===== src/rtl/breceive_pkg.sv =====
// Shared types and default sizing for the MCP receive stage.
package breceive_pkg;

    typedef enum logic {
        WAIT   = 1'b0,
        LOADED = 1'b1
    } state_t;

    localparam int WIDTH_DEF       = 8;
    localparam int SYNC_STAGES_DEF = 2;
    localparam int CNT_W_DEF       = 8;

endpackage


===== src/rtl/breceive_mcp_sync_ff.sv =====
// N-stage single-bit synchronizer with synchronous active-low reset.
module sync_ff #(
    parameter int N = 2
) (
    input  logic clk_i,
    input  logic rst_ni,
    input  logic d_i,
    output logic q_o
);

    logic [N-1:0] sync_q;

    always_ff @(posedge clk_i) begin
        if (!rst_ni) begin
            sync_q <= '0;
        end else begin
            sync_q <= {sync_q[N-2:0], d_i};
        end
    end

    assign q_o = sync_q[N-1];

endmodule


===== src/rtl/breceive_mcp.sv =====
// b-domain receive side of the MCP crossing: captures the held a-domain word on each
// request toggle, hands it to the consumer, and returns a toggle acknowledge.
module breceive_mcp
    import breceive_pkg::*;
#(
    parameter int WIDTH       = WIDTH_DEF,
    parameter int SYNC_STAGES = SYNC_STAGES_DEF,
    parameter int CNT_W       = CNT_W_DEF
) (
    input  logic             bclk,
    input  logic             brst_n,
    input  logic [WIDTH-1:0] adata,
    input  logic             aen,
    input  logic             bload,
    output logic [WIDTH-1:0] bdata,
    output logic             bvalid,
    output logic             back,
    output logic             berr,
    output logic [CNT_W-1:0] bcount
);

    logic             aen_sync;
    logic             hist_q;
    logic             b_en;
    state_t           state_q, state_d;
    logic [WIDTH-1:0] bdata_q, bdata_d;
    logic             back_q, back_d;
    logic             berr_q, berr_d;
    logic [CNT_W-1:0] bcount_q, bcount_d;

    sync_ff #(.N(SYNC_STAGES)) u_aen_sync (
        .clk_i  (bclk),
        .rst_ni (brst_n),
        .d_i    (aen),
        .q_o    (aen_sync)
    );

    // One-cycle pulse per aen toggle, whichever direction it went.
    assign b_en = aen_sync ^ hist_q;

    always_ff @(posedge bclk) begin
        if (!brst_n) begin
            hist_q   <= 1'b0;
            state_q  <= WAIT;
            bdata_q  <= '0;
            back_q   <= 1'b0;
            berr_q   <= 1'b0;
            bcount_q <= '0;
        end else begin
            hist_q   <= aen_sync;
            state_q  <= state_d;
            bdata_q  <= bdata_d;
            back_q   <= back_d;
            berr_q   <= berr_d;
            bcount_q <= bcount_d;
        end
    end

    always_comb begin
        state_d  = state_q;
        bdata_d  = bdata_q;
        back_d   = back_q;
        berr_d   = berr_q;
        bcount_d = bcount_q;
        case (state_q)
            WAIT: begin
                if (b_en) begin
                    bdata_d = adata;
                    state_d = LOADED;
                end
            end
            LOADED: begin
                // A request arriving before the previous word was accepted is dropped.
                if (b_en) begin
                    berr_d = 1'b1;
                end
                if (bload) begin
                    back_d   = ~back_q;
                    bcount_d = bcount_q + 1'b1;
                    state_d  = WAIT;
                end
            end
            default: state_d = WAIT;
        endcase
    end

    assign bdata  = bdata_q;
    assign bvalid = (state_q == LOADED);
    assign back   = back_q;
    assign berr   = berr_q;
    assign bcount = bcount_q;

endmodule


===== config.mk =====
export PLATFORM = sky130hd
export DESIGN_NAME = breceive_mcp
export DESIGN_NICKNAME = d
export VERILOG_FILES = /design/src/rtl/breceive_pkg.sv /design/src/rtl/breceive_mcp_sync_ff.sv /design/src/rtl/breceive_mcp.sv
export SDC_FILE = /design/constraint.sdc
export NUM_CORES = 1
export LEC_CHECK = 0
export ABC_AREA = 0
export CORE_MARGIN = 3
export CORE_UTILIZATION = 60
export CTS_BUF_LIST = sky130_fd_sc_hd__clkbuf_8
export DETAILED_ROUTE_END_ITERATION = 7
export DONT_BUFFER_PORTS = 1
export PLACE_DENSITY = 0.72
export SYNTH_ARGS = -nofsm -noshare
export SYNTH_HDL_FRONTEND = slang
export SYNTH_HIERARCHICAL = 1
export SYNTH_SLANG_ARGS = --single-unit

===== constraint.sdc =====
create_clock -name bclk -period 1.29 [get_ports bclk]
set_clock_uncertainty 0.05 [all_clocks]
set_input_delay 0.1935 -clock bclk [delete_from_list [all_inputs] [get_ports bclk]]
set_output_delay 0.1935 -clock bclk [all_outputs]
set_load 0.02 [all_outputs]

; Yosys cells after proc, flatten, opt, wreduce, memory -nomap -nowiden
; Index checks and enable logic that the tools add are counted.
[totals]
input_bits = 12
out_inout_bits = 19
register_bits = 22
word_cells = 17
[op_classes]
bitwise_logic = 3
reduce_logical = 3
muxes = 3
n_addsub = 1
[op_table]
columns = cell, n
row1 = 8-bit by 1-bit adder with 8-bit output (second input constant), 1
row2 = 2-bit AND reduction, 3
row3 = 1-bit 2-to-1 mux, 2
row4 = 1-bit NOT, 2
row5 = 1-bit case mux with 2 select lines, 1
row6 = 1-bit XOR, 1

; Logic depth before layout (Yosys ltp)
[logic_depth]
word_depth = 3
mapped_depth = 4
ltp_nobuf = 4

; Hierarchy
; Netlist, hierarchy kept.
[modules_own_cells]
columns = module, seq_area_each_um2, area_each_um2, cells_each, instances
row1 = breceive_mcp, 400.4, 775.7, 89, 1
row2 = sync_ff, 40.0, 52.6, 4, 1

; Worst setup path before layout
; Ideal clock, no wire load.
[synth_timing]
path_kind = register to register
from = register state_q, in the netlist bvalid
to = register bcount_q[5], in the netlist bcount[5]
t_required_ps = 1170
arrival_time_ps = 1259
period_less_slack_ps = 1379
setup_slack_ps = -89
path_buffers = 0
path_stages_with_launch = 4
setup_ps = 70
path_cell_list = dfxtp_1 > nand2_2 > or4_1 > a21oi_1
[synth_via]
elab_chain_len = 1
[synth_rtl]
columns = item, line_no
row1 = start: declaration, breceive_mcp.sv:25  ; state_t state_q, state_d;
row2 = start signal: assignment, breceive_mcp.sv:51  ; state_q <= state_d;
row3 = 2-bit AND reduction (no line), --
row4 = end signal: assignment, breceive_mcp.sv:55  ; bcount_q <= bcount_d;
row5 = end: declaration, breceive_mcp.sv:29  ; logic [CNT_W-1:0] bcount_q, bcount_d;
; Every way passes these cells.
; A chain may end at the register's enable or synchronous reset.

; Worst setup path after layout
[layout_timing]
from = register bcount_q[1], in the netlist bcount[1]
to = register bcount_q[4], in the netlist bcount[4]
[layout_via]
elab_chain_len = 1
[layout_rtl]
columns = item, line_no
row1 = 8-bit by 1-bit adder with 8-bit output, breceive_mcp.sv:79  ; bcount_d = bcount_q + 1'b1;
; Every way passes these cells.

==> reports/metrics.cfg <==
[outcome]
status = finished with violations
violations = setup timing

[clocking]
cts_root_buf = clkbuf_8
clk_latency_ns = 0.26
h-tree-depth = 1
path_clk_slew_ns = 0.07
cts.sinks = 22
cts_tree = built
clk_path_buf_depth = 2
cts_buffers = 3

[synth]
synth_largest_area_cell = dfxtp_1
synthTopCellsByArea = dfxtp_1, a21oi_1, nand3_1, o21ai_1, xor2_1
synth_area_sq_um = 828.3
syn_avg_cell_area_sq_um = 8.906
synthArstFlopShare = 0
post-synth-top-count-cell = dfxtp_1
ys_ff_latch = 22
syn_inst = 93
ys_seq_area_frac = 0.5317
ys_warn_count = 6
yosysUniqueCellTypes = 23
synth-edff-count = 0
synth_top_area_share = 0.5317
synthTopCellsByCount = dfxtp_1, a21oi_1, nand3_1
synthFlopType = dfxtp_1
synth_nets = 106

[grt]
grt_pass1_vias = 669
grt_usage = 0.2195
grt_max_degree = 18
grt_use_met2 = 0.3127
global_route.usage.met1 = 0.2642
grt_busiest_layer = met2
met3_usage = 0.1102
grt_pass1_wl_mm = 2.980
grt_antenna_before_repair = 0
grt_overflow = 0

[setup_path]
cp_data_arrival_time_ns = 1.46
crit_path_end_kind = flop
crit_family = simple AND/OR/NAND/NOR gates
crit_buf_inv = 0
critical_path_class = flop to flop
path_cells = ha_4, nand4_1, or3_1, a21oi_1
cpPeakStageDelay_ns = 0.41
crit_fanout = 4
worstSetupStartpointType = flop
critPathSlowestCell = or3_1
required_ns = 1.44

[timing]
maxSlewHeadroom = 0.8058
layout_setup_ws_ns = -0.01861
setup_violations = 1
drv_slew = 0
whs_ns = 0.01027
max_freq_mhz = 764.2
hold_viol = 0
tightest_slew_ns = 0.2908
fin_crit_sh = 1.014
finalCriticalPeriod_ns = 1.309
rsz0062_at_grt = yes

[route]
antenna_left = 0
drt_iter0_drc = 19
first_pass_iters = 4
drc = 0
drt_wl_total_mm = 1.968
vias_per_cell = 6.000
wl_per_cell_um = 15.87
route.vias.total = 744

[final_layout]
post-route-util = 0.8781
area_delta_synth_final_pct = 27.34
drive_gt1_frac = 0.2182
n_antenna_cell = 0
nNetsFinal = 124
nFillCells = 73

[power]
cellLeakagePower_uw = 0.0003930
powerDensity_nw_per_um2 = 1394
ir_worst_vdd_uv = 1024

[run]
maxCapViolCount = 0

[die]
die-area_sq_um = 1862
num_io_pins = 31
die_w_um = 43.16
die_h_um = 43.16
core_sq_um = 1201
rows = 12
initial_core_util = 0.6896

[placed_design]
place.gp.congestion = 0.7461
port_buffers = 0
dp_hpwl_mm = 1.239

[hold_path]
hp-class = input port to flop

==> cell usage in the layout, fill, tap and decap left out <==
| cell type | n |
|---|---|
| and3_1 | 1 |
| and2_1 | 3 |
| inv_2 | 1 |
| o21ai_1 | 9 |
| buf_4 | 13 |
| nand4_1 | 1 |
| xnor2_1 | 2 |
| dfxtp_1 | 19 |
| or4_1 | 1 |
| dfxtp_4 | 2 |
| a21oi_1 | 15 |
| o21ai_0 | 2 |
| clkbuf_8 | 3 |
| or3_1 | 3 |
| xor2_1 | 3 |
| dlygate4sd3_1 | 2 |
| nand3_1 | 11 |
| o31ai_1 | 1 |
| nor2_1 | 4 |
| nor4_2 | 1 |
| nand2_1 | 4 |
| nand2b_1 | 1 |
| inv_1 | 3 |
| dfxtp_2 | 1 |
| mux2i_1 | 1 |
| bufinv_16 | 1 |
| nand2_2 | 1 |
| ha_4 | 1 |
==> power breakdown <==
part / internal, uW / total [uW] / switching [uW]
Sequential: 700 / 735 / 35.5
Clock: 415 / 634 / 219
Combinational: 39.7 / 101 / 61.0
==> logic make-up after synthesis <==
kind of cell / synth area share
DFF: 0.5317
adders and majority gates: 0.01510
xor gates and xnor gates: 0.05288
buffers and inverters: 0.02719
AOI/OAI and AO/OA: 0.1662
and+or+nand+nor: 0.1949
muxes: 0.01209
==> final cells by class <==
class	instances	area [sq um]	area share
Multi-Input combinational cell	65	384.1	0.3642
Timing Repair Buffer	15	117.6	0.1115
Sequential cell	22	449.2	0.4259
Tap cell	14	17.52	0.01661
Clock buffer	3	41.29	0.03915
Inverter	4	15.01	0.01423
Clock inverter	1	30.03	0.02847
==> layer usage <==
layer,vias to the layer above,wire (um)
met5,-,0
met1,337,788
met2,37,937
met4,0,55
li1,364,-
met3,6,185
==> metrics by stage <==
stage	instance area, sq um	cells	total power, uW	setup slack (ns)	setup TNS, ns
global placement	932.1	117	839.1	0.09004	0
detailed placement	932.1	117	841.2	0.03507	0
global route	1055	124	1518	-0.07824	-0.1874
finish	1055	124	1470	-0.01861	-0.01861
CTS	1023	123	1478	0.01406	0
floorplan	832.0	93	811.6	-0.02202	-0.02202
==> final timing paths <==
path,start,to,slack [ns],depth (start not counted)
setup / recovery,bcount[1]$_SDFFE_PN0P_,bcount[4]$_SDFFE_PN0P_,-0.02,4
setup reg to reg,bcount[1]$_SDFFE_PN0P_,bcount[4]$_SDFFE_PN0P_,-0.02,4
hold reg to reg,u_aen_sync/sync_q[0]$_SDFF_PN0_,u_aen_sync/sync_q[1]$_SDFF_PN0_,0.43,1
hold / removal,brst_n,u_aen_sync/sync_q[0]$_SDFF_PN0_,0.01,1
==> registers in the layout, summed over array words and instances, names as in the netlist <==
register           count
berr                   1
bvalid                 1
back                   1
bcount                 8
bdata                  8
hist_q                 1
u_aen_sync/sync_q      2
==> what timing repair did <==
action / in CTS / in global routing
hold buffers: 2 / 0
endpoints found under the setup margin: 0 / 4
buffers inserted: 0 / 1
gates resized for setup: 0 / 5
endpoints found under the hold margin: 4 / 0
No activity file was read; power rests on OpenSTA's default activity.
